[src/rtl/cla_addsub_pipe.sv]
// Pipelined carry-look-ahead adder/subtractor with valid/ready handshake.
// Optional output saturation is enabled with the CLA_SAT_EN macro (adds port sat).
module cla_addsub_pipe #(
    parameter int WIDTH  = 16,
    parameter int GROUP  = 4,
    parameter int STAGES = 2
) (
`ifdef CLA_SAT_EN
    input  logic             sat,
`endif
    input  logic             clk,
    input  logic             reset,
    input  logic             in_valid,
    output logic             in_ready,
    input  logic [WIDTH-1:0] a,
    input  logic [WIDTH-1:0] b,
    input  logic             sub,
    input  logic             cin,
    output logic             out_valid,
    input  logic             out_ready,
    output logic [WIDTH-1:0] r,
    output logic             cout,
    output logic             ovf,
    output logic             zero
);

    localparam int NG   = WIDTH / GROUP;
    localparam int N    = (NG + STAGES - 1) / STAGES;
    localparam int L    = STAGES - 1;
    localparam int MIDN = (STAGES > 1) ? STAGES - 1 : 1;

    // c: carry into the lowest unresolved group; cmsb: carry into the MSB bit
    typedef struct packed {
        logic [WIDTH-1:0] p;
        logic [WIDTH-1:0] g;
        logic [WIDTH-1:0] s;
        logic             c;
        logic             cmsb;
        logic             sat;
    } beat_t;

    function automatic logic [GROUP-1:0] grp_carries(input logic [GROUP-1:0] p,
                                                     input logic [GROUP-1:0] g,
                                                     input logic             ci);
        logic [GROUP-1:0] c;
        logic             t;
        c = '0;
        for (int i = 0; i < GROUP; i++) begin
            t = ci;
            for (int k = 0; k < i; k++) t = t & p[k];
            c[i] = t;
            for (int k = 0; k < i; k++) begin
                t = g[k];
                for (int m = k + 1; m < i; m++) t = t & p[m];
                c[i] = c[i] | t;
            end
        end
        return c;
    endfunction

    function automatic logic [1:0] grp_gp(input logic [GROUP-1:0] p,
                                          input logic [GROUP-1:0] g);
        logic gg;
        logic t;
        gg = 1'b0;
        for (int k = 0; k < GROUP; k++) begin
            t = g[k];
            for (int m = k + 1; m < GROUP; m++) t = t & p[m];
            gg = gg | t;
        end
        return {gg, &p};
    endfunction

    function automatic beat_t resolve(input beat_t bi, input int lo, input int hi);
        beat_t            bo;
        logic [GROUP-1:0] cc;
        logic [1:0]       gp;
        bo = bi;
        for (int j = 0; j < NG; j++) begin
            if (j >= lo && j < hi) begin
                cc = grp_carries(bi.p[j*GROUP +: GROUP], bi.g[j*GROUP +: GROUP], bo.c);
                gp = grp_gp(bi.p[j*GROUP +: GROUP], bi.g[j*GROUP +: GROUP]);
                bo.s[j*GROUP +: GROUP] = bi.p[j*GROUP +: GROUP] ^ cc;
                if (j == NG - 1) bo.cmsb = cc[GROUP-1];
                bo.c = gp[1] | (gp[0] & bo.c);
            end
        end
        return bo;
    endfunction

    beat_t            in_beat;
    beat_t            stage_d [STAGES];
    beat_t            stage_q [MIDN];
    logic [STAGES-1:0] valid_q;
    logic [STAGES-1:0] adv;
    logic [STAGES-1:0] load;
    logic [WIDTH-1:0] r_d, r_q;
    logic             cout_d, cout_q, ovf_d, ovf_q, zero_d, zero_q;
    logic [WIDTH-1:0] b_eff;

    always_comb begin
        b_eff        = sub ? ~b : b;
        in_beat      = '0;
        in_beat.p    = a ^ b_eff;
        in_beat.g    = a & b_eff;
        in_beat.c    = cin ^ sub;
`ifdef CLA_SAT_EN
        in_beat.sat  = sat;
`else
        in_beat.sat  = 1'b0;
`endif
    end

    for (genvar s = 0; s < STAGES; s++) begin : g_stage
        beat_t src;
        if (s == 0) begin : g_first
            assign src = in_beat;
        end else begin : g_mid
            assign src = stage_q[s-1];
        end
        assign stage_d[s] = resolve(src, s * N, (s + 1) * N);
    end

    // A stage empties when its beat can move on; only then may it take a new one
    always_comb begin
        adv    = '0;
        adv[L] = valid_q[L] & out_ready;
        for (int s = L - 1; s >= 0; s--)
            adv[s] = valid_q[s] & (~valid_q[s+1] | adv[s+1]);
    end

    assign in_ready = ~reset & (~valid_q[0] | adv[0]);

    always_comb begin
        load    = '0;
        load[0] = in_valid & in_ready;
        for (int s = 1; s < STAGES; s++) load[s] = adv[s-1];
    end

    // Sign of an overflowed result equals the shared sign of both effective operands
    always_comb begin
        cout_d = stage_d[L].c;
        ovf_d  = stage_d[L].cmsb ^ stage_d[L].c;
        r_d    = stage_d[L].s;
        if (stage_d[L].sat && ovf_d)
            r_d = stage_d[L].g[WIDTH-1] ? {1'b1, {(WIDTH-1){1'b0}}}
                                        : {1'b0, {(WIDTH-1){1'b1}}};
        zero_d = (r_d == '0);
    end

    always_ff @(posedge clk) begin
        if (reset) begin
            valid_q <= '0;
            for (int s = 0; s < MIDN; s++) stage_q[s] <= '0;
            r_q    <= '0;
            cout_q <= 1'b0;
            ovf_q  <= 1'b0;
            zero_q <= 1'b0;
        end else begin
            for (int s = 0; s < STAGES; s++) begin
                if (load[s])     valid_q[s] <= 1'b1;
                else if (adv[s]) valid_q[s] <= 1'b0;
            end
            for (int s = 0; s < L; s++)
                if (load[s]) stage_q[s] <= stage_d[s];
            if (load[L]) begin
                r_q    <= r_d;
                cout_q <= cout_d;
                ovf_q  <= ovf_d;
                zero_q <= zero_d;
            end
        end
    end

    assign out_valid = valid_q[L];
    assign r         = r_q;
    assign cout      = cout_q;
    assign ovf       = ovf_q;
    assign zero      = zero_q;

endmodule

[config.mk]
export PLATFORM = sky130hd
export DESIGN_NAME = cla_addsub_pipe
export DESIGN_NICKNAME = d
export VERILOG_FILES = /design/src/rtl/cla_addsub_pipe.sv
export SDC_FILE = /design/constraint.sdc
export NUM_CORES = 1
export LEC_CHECK = 0
export CORE_MARGIN = 4
export CORE_UTILIZATION = 54
export CTS_CLUSTER_SIZE = 40
export DETAILED_ROUTE_END_ITERATION = 7
export PLACE_DENSITY = 0.84
export SYNTH_ARGS = -nofsm -noshare
export SYNTH_HDL_FRONTEND = slang
export SYNTH_SLANG_ARGS = --single-unit
[constraint.sdc]
create_clock -name clk -period 9.5 [get_ports clk]
set_input_delay 1.9 -clock clk [delete_from_list [all_inputs] [get_ports clk]]
set_output_delay 1.9 -clock clk [all_outputs]
set_load 0.01 [all_outputs]
# == After elaboration in Yosys (flattened, before gate mapping) ==
# Memory sizes are Yosys's and may differ from the RTL's.
# Index checks and enable logic that the tools add are counted.
# op_classes
reduce_logical,9
bitwise_logic,98
muxes,14
# op_table
cell,n
$mux 16,3
$and 1x1->1,44
$or 1x1->1,42
$mux 41,1
$reduce_or 41->1,1
$and 16x16->16,1
$logic_not 16->1,1
$not 16->16,1
$reduce_and 4->1,4
$xor 16x16->16,1
$xor 4x4->4,4
$mux 1,10
$reduce_bool 2->1,2
$not 1->1,3
$xor 1x1->1,2
$logic_and 1x1->1 const A,1
# totals
input_bits,38
ramBits,41
elab_cells,128
out_inout_bits,21
mem_count,1
reg_bits,21
# memory_table
memory,depth,word_bits,rd,rd_clocked_by_memory_dff,write_ports,line,text
stage_q,1,41,1,0,1,93,beat_t stage_q [MIDN];

# == Longest topological paths before layout ==
# Gate-level depths: netlist (run 1).
# logic_depth
ltp_word,18
depth_mapped,14
mapped_depth_nobuf,12

# == Least setup slack after synthesis (run 1) ==
# Ideal clock, no wire load.
# synth_timing
kind,input -> output
start,input out_ready
end,output in_ready
arrival_ns,2.563
n_path_buf,1
setup_slack_ns,5.037
cell_stages,3
path_cell_list,nor2b_1 a21oi_1 clkbuf_1
# synth_via
elab_chain_len,5
# synth_lines
item,line,text
start: declaration,20,"input logic out_ready,"
$and 1x1->1,127,adv[L] = valid_q[L] & out_ready;
$or 1x1->1,129,adv[s] = valid_q[s] & (~valid_q[s+1] | adv[s+1]);
$and 1x1->1,129,
$or 1x1->1,132,assign in_ready = ~reset & (~valid_q[0] | adv[0]);
$and 1x1->1,132,
end: declaration,14,"output logic in_ready,"
# No other way between the ends.

# == Worst setup path in the final report (run 1) ==
# layout_timing
start,input reset
end,output in_ready
# layout_via
elab_chain_len,2
# layout_lines
item,line,text
start: declaration,12,"input logic reset,"
$not 1->1,132,
$and 1x1->1,132,
# No other way between the ends.

==> impl_metrics.toml, run 1 <==
[logic_synthesis]
synth-seq-cells = 46
syn-mean-instance-area_um2 = 9.853
yosysSeqAreaShare_pct = 46.43
ys_types = 40
synthesis.area_um2 = 2522
synth_warnings = 0
synth_fp_nets = 316
netlist_instances = 256

[placement]
place_hpwl_um = 3849
gp_congestion = 0.8386
port_buffers = 58
placed_area_um2 = 3141

[timing]
slew-limit-headroom_pct = 28.04
post-route-min-period_ns = 5.685
fin_setup_tns_ns = 0
setup_violations = 0
fin_crit_sh_pct = 59.84
fmax_mhz = 175.9
tightest_slew_ns = 1.079
rsz0062_at_grt = "no"
hold_viol_final = 0
slew_violations = 0
clock_skew_ns = 0.004953

[worst_setup_path]
critPathBufInv = 3
worstReg2RegStart = "stage_q[0][17]$_SDFFCE_PN0P_"
cpMaxStageDelayCell = "clkdlybuf4s50_1"
slowest_delay_ns = 0.81
worst_ep_required_time_ns = 7.60
path_max_fanout = 23
endpoint_kind = "primary output"
worst_path_most_repeated_cell = "clkdlybuf4s50_1"
r2r-end = "zero$_SDFFE_PP0P_"
cpLargestDelayFamily = "buffers and inverters"
reg2regPathDepth = 10
worstPathCellList = "clkdlybuf4s50_1, a21oi_1, buf_4, clkdlybuf4s50_1"
start_kind = "input port"
critPathArrivalTime_ns = 3.78
critical_path_class = "in2out"
r2r_slack_ns = 7.06

[clock_network]
ctsHoldBuffers = 0
cts_tree = "built"
cts.sinks = 46
clk_latency_ns = 0.29
clk_pin_slew_worst_paths_ns = 0.07
cts_setup_buffers = 0
cts-resized-gates = 0
clockBufferDepth = 2
htreeDepth = 2
cts_buffers = 5
cts-root-buf = "clkbuf_8"

[detailed_routing]
drcViolationCount = 0
via_per_inst = 5.396
drt_iter0_drc = 92
routed_wirelength_um = 4776
route.vias.total = 1975
firstDrtPassIters = 4
ant_nets = 0
wl_per_cell_um = 13.05

[die]
pin_count = 59
dieHeight_um = 76.35
initial_core_util_pct = 56.76
coreArea_um2 = 4444
fp-row-count = 24
dieArea_um2 = 5829
die_w_um = 76.35

[grt]
grt_max_degree = 26
antenna_found_initial = 0
grt_pass1_vias = 1866
overflow = 0
grt_usage_pct = 16.90
grt_pass1_wl_um = 8093

[hold_path]
whs_path_depth = 2
min_to = "r[3]$_SDFFE_PP0P_"
hp-class = "reg2reg"
worstHoldStart = "r[3]$_SDFFE_PP0P_"

[layout]
most-common-layout-cells = "58 x clkdlybuf4s50_1, 42 x nand2_1, 25 x a21oi_1, 25 x edfxtp_1, 22 x xor2_1"
fin_util_pct = 72.49
fillCellCount = 353
syn_to_final_growth_pct = 27.73
nNetsFinal = 373
diodes = 0
stdcell_area_um2 = 3222
final_common_cell = "clkdlybuf4s50_1"
drive_gt1_share_pct = 3.503

[power_and_ir_drop]
p_per_area_nw_per_um2 = 139.1
p_leak_nw = 1.335
ir_drop_v = 0.00006273

[status]
status = "completed"

[job]
cap_violations = 0
-- worst max-delay path by stage --
stage	start	to	depth (start not counted)
after floorplan	out_ready	in_ready	3
after global placement	reset	in_ready	4
after detailed placement	reset	in_ready	4
after CTS	reset	in_ready	4
after global routing	reset	in_ready	4
final	reset	in_ready	4
-- kinds of logic after synthesis --
kind of cell | Yosys count | synth area share (%)
simple gates | 97 | 19.44
flops | 46 | 46.43
xor+xnor | 25 | 8.681
compound gates | 47 | 11.06
fa+ha+maj | 22 | 11.51
buf+inv | 19 | 2.877
-- per-layer routing --
layer / track usage (%) / wire length, µm / vias to the layer above
met5: 0 / 0 / -
li1: - / - / 1015
met4: 5.978 / 78 / 0
met2: 29.61 / 2297 / 53
met3: 2.837 / 226 / 9
met1: 20.92 / 2173 / 898
-- synth_stat cells (all sizes together) --
library cell	instances	share of area [%]
nor4	1	0.84
xnor2	3	1.0
o22ai	1	0.25
a221o	1	0.40
clkbuf	7	1.0
and2	2	0.55
a21oi	25	5.0
nand2b	4	0.99
fa	2	1.6
nand3b	3	0.89
a31oi	1	0.25
nand4	2	0.50
o21a	2	0.60
a22oi	1	0.30
o21bai	1	0.30
buf	2	0.35
o21ai	6	1.2
o2111ai	1	0.35
nand2	42	6.2
a211o	1	0.35
nor3	6	1.4
or4	2	0.74
a21o	3	0.89
o211ai	2	0.60
inv	10	1.5
o22a	1	0.35
or3	4	0.99
nor2b	1	0.25
dfxtp	21	17
ha	20	9.9
a211oi	1	0.30
xor2	22	7.6
and3	16	4.0
edfxtp	25	30
nor2	14	2.1
-- sequential cells by signal, summed over array words and instances (netlist names) --
register,flops
zero,1
cout,1
r,16
ovf,1
stage_q,25
valid_q,2
-- area by class of cell --
type / count / area (µm²) / share of cell area, %
clock buffer: 6 / 72.57 / 2.252
clock inverter: 2 / 8.758 / 0.2718
inverter: 10 / 37.54 / 1.165
multi-input combinational: 191 / 1279 / 39.69
sequential: 46 / 1171 / 36.35
tap: 52 / 65.06 / 2.019
timing repair buffer: 59 / 588.1 / 18.25
-- per-stage QoR --
stage	power (mW)	std cells	setup slack (ns)	hold WS, ns
after floorplan	0.3012	256	5.037	0.4761
after global placement	0.3387	358	3.847	0.4430
after detailed placement	0.3441	358	3.796	0.4469
after CTS	0.4508	366	3.793	0.4585
after global routing	0.4737	366	3.744	0.4776
final	0.4482	366	3.815	0.4557
-- tightest hold or removal path: cells and delay by family (launching register included) --
kind / cells / cell delay [ns]
AND/OR/NAND/NOR: 1 / 0.05
AO/OA/AOI/OAI: 1 / 0.05
flip-flops: 1 / 0.31
-- power breakdown --
part,internal (mW),switching (mW)
Combinational,0.0528,0.0503
Clock,0.0503,0.0588
Sequential,0.226,0.0102
Total,0.329,0.119
Note: power is estimated with default switching activity, not from simulation.
==> run 2, diff against run 1 <==
CORE_UTILIZATION = 45   (was 54)
PLACE_DENSITY = 0.75   (was 0.84)
clock period = 5.1 ns   (was 9.5 ns; I/O delays follow)
==> run 2 against run 1 <==
Against the previous run:
- register-to-register slack worse by 4.4 ns
- sequential power grew 86%
- first-iteration DRC count is 2.2% lower
- worst setup slack lost 2.3 ns
- final cell count is 5.5% higher
- clock power increased by 87%
- critical path depth grew 1
- combinational power grew 84%
- largest cell class unchanged
- global-route usage shrank 2.5 points
- die area grew 18%
- flip-flop and latch count stayed put
- largest power group unchanged
==> impl_metrics.toml, run 2 (synthesized netlist as in run 1, its figures left out) <==
[status]
status = "completed"

[timing]
fin_crit_sh_pct = 69.99
rsz0062_at_grt = "no"
clock_skew_ns = 0.006894
hold_viol_final = 0
post-route-min-period_ns = 3.570
slew_violations = 0
fin_setup_tns_ns = 0
layout_setup_ws_ns = 1.530
slew-limit-headroom_pct = 27.06
tightest_slew_ns = 1.094
fmax_mhz = 280.1
setup_violations = 0

[detailed_routing]
route.vias.total = 1929
drcViolationCount = 0
drt_iter0_drc = 90
firstDrtPassIters = 4
routed_wirelength_um = 4815
via_per_inst = 4.997
wl_per_cell_um = 12.47
ant_nets = 0

[power_and_ir_drop]
p_seq_share_pct = 52.7
p_leak_nw = 1.349
p_switching_mw = 0.2193
p_int_mw = 0.6136
power.total_mw = 0.8329
p_per_area_nw_per_um2 = 255.5
swShare_pct = 26.33
pwr-share-comb_pct = 22.8
pwr-share-clk_pct = 24.5
ir_drop_v = 0.0001091

[placement]
pre_cts_slack_ns = 1.247
gp_congestion = 0.8044
dp.cells = 378
port_buffers = 58
place_hpwl_um = 3855

[layout]
multiInputGateArea_um2 = 1279
syn_to_final_growth_pct = 29.22
fillCellCount = 465
largest_reg_flops = 25
largest-register = "stage_q"
nNetsFinal = 375
final_common_cell = "clkdlybuf4s50_1"
final_cells = 386
drive_gt1_share_pct = 4.114
seqCellArea_um2 = 1171
most-common-layout-cells = "58 x clkdlybuf4s50_1, 42 x nand2_1, 25 x a21oi_1, 25 x edfxtp_1, 22 x xor2_1"
diodes = 0

[worst_setup_path]
r2r_slack_ns = 2.66
critPathArrivalTime_ns = 2.55
critPathBufInv = 4
cpLargestDelayFamily = "buffers and inverters"
endpoint_kind = "primary output"
path_max_fanout = 23
worstPathCellList = "clkdlybuf4s50_1, buf_4, a21oi_1, buf_4, clkdlybuf4s50_1"
start_kind = "input port"
slowest_delay_ns = 0.56
cpMaxStageDelayCell = "clkdlybuf4s50_1"
critical_path_class = "in2out"
worst_ep_required_time_ns = 4.08

[clock_network]
cts.sinks = 46
cts_setup_buffers = 0
cts_tree = "built"
clk_pin_slew_worst_paths_ns = 0.08
cts-resized-gates = 0
htreeDepth = 2
clk_latency_ns = 0.29
cts-root-buf = "clkbuf_8"
cts_buffers = 5
clockBufferDepth = 2
ctsHoldBuffers = 0

[die]
pin_count = 59
dieHeight_um = 82.87
initial_core_util_pct = 47.86
die_w_um = 82.87
fp-row-count = 26
dieArea_um2 = 6867
coreArea_um2 = 5270

[hold_path]
hp-class = "reg2reg"

[grt]
grt_usage_pct = 14.42
overflow = 0
grt_max_degree = 26
grtUsageMet2_pct = 24.34
grt_util_met3_pct = 3.069
grt_pass1_wl_um = 8355
antenna_found_initial = 0
grt_pass1_vias = 1881
busiest_layer = "met2"
use_met1_pct = 18.07

[job]
cap_violations = 0
==> run 2: cell count changes in the layout (fill, tap and decap cells not counted) <==
cell / previous run / this run
clkinv_2: 0 / 1
buf_4: 1 / 3
clkinvlp_2: 1 / 0
==> run 2: path summary, 6_finish.rpt <==
path,from,end,cells past startpoint
worst min register to register,r[15]$_SDFFE_PP0P_,r[15]$_SDFFE_PP0P_,2
worst max-delay path,reset,in_ready,5
worst min-delay path,r[15]$_SDFFE_PP0P_,r[15]$_SDFFE_PP0P_,2
worst max register to register,stage_q[0][17]$_SDFFCE_PN0P_,zero$_SDFFE_PP0P_,10
==> run 2: area by class of cell <==
| class | count | area share, % |
|---|---|---|
| clock buffers | 6 | 2.226 |
| inverters | 10 | 1.152 |
| repair buffers | 61 | 18.50 |
| flip-flops and latches | 46 | 35.93 |
| clock inverters | 2 | 0.2687 |
| well taps | 70 | 2.687 |
| multi-input cells | 191 | 39.23 |
==> run 2: tightest hold or removal path: cells and delay by family (launching register included) <==
family	cells	cell delay (ns)
compound gates	1	0.05
flops	1	0.31
simple gates	1	0.05
==> run 2: per-stage QoR <==
| stage | utilization, % | instance area, µm² | hold slack [ns] |
|---|---|---|---|
| after global placement | 60.30 | 3178 | 0.4390 |
| after CTS | 61.85 | 3259 | 0.4560 |
| after global routing | 61.85 | 3259 | 0.4849 |
| after floorplan | - | 2522 | 0.4761 |
| final | 61.85 | 3259 | 0.4544 |
| after detailed placement | 60.30 | 3178 | 0.4462 |
==> run 2: routing by layer <==
layer / up-vias / share of wire, %
li1: 1012 / -
met1: 869 / 47
met2: 44 / 47
met3: 4 / 4.8
met4: 0 / 1.1
met5: - / 0
==> run 2: power by group through the flow <==
stage,clock (mW),combinational (mW),sequential [mW]
2_1_floorplan,0,0.115,0.447
3_3_place_gp,0,0.188,0.446
3_5_place_dp,0,0.192,0.448
4_1_cts,0.211,0.193,0.439
5_1_grt,0.226,0.215,0.443
6_report,0.204,0.190,0.439
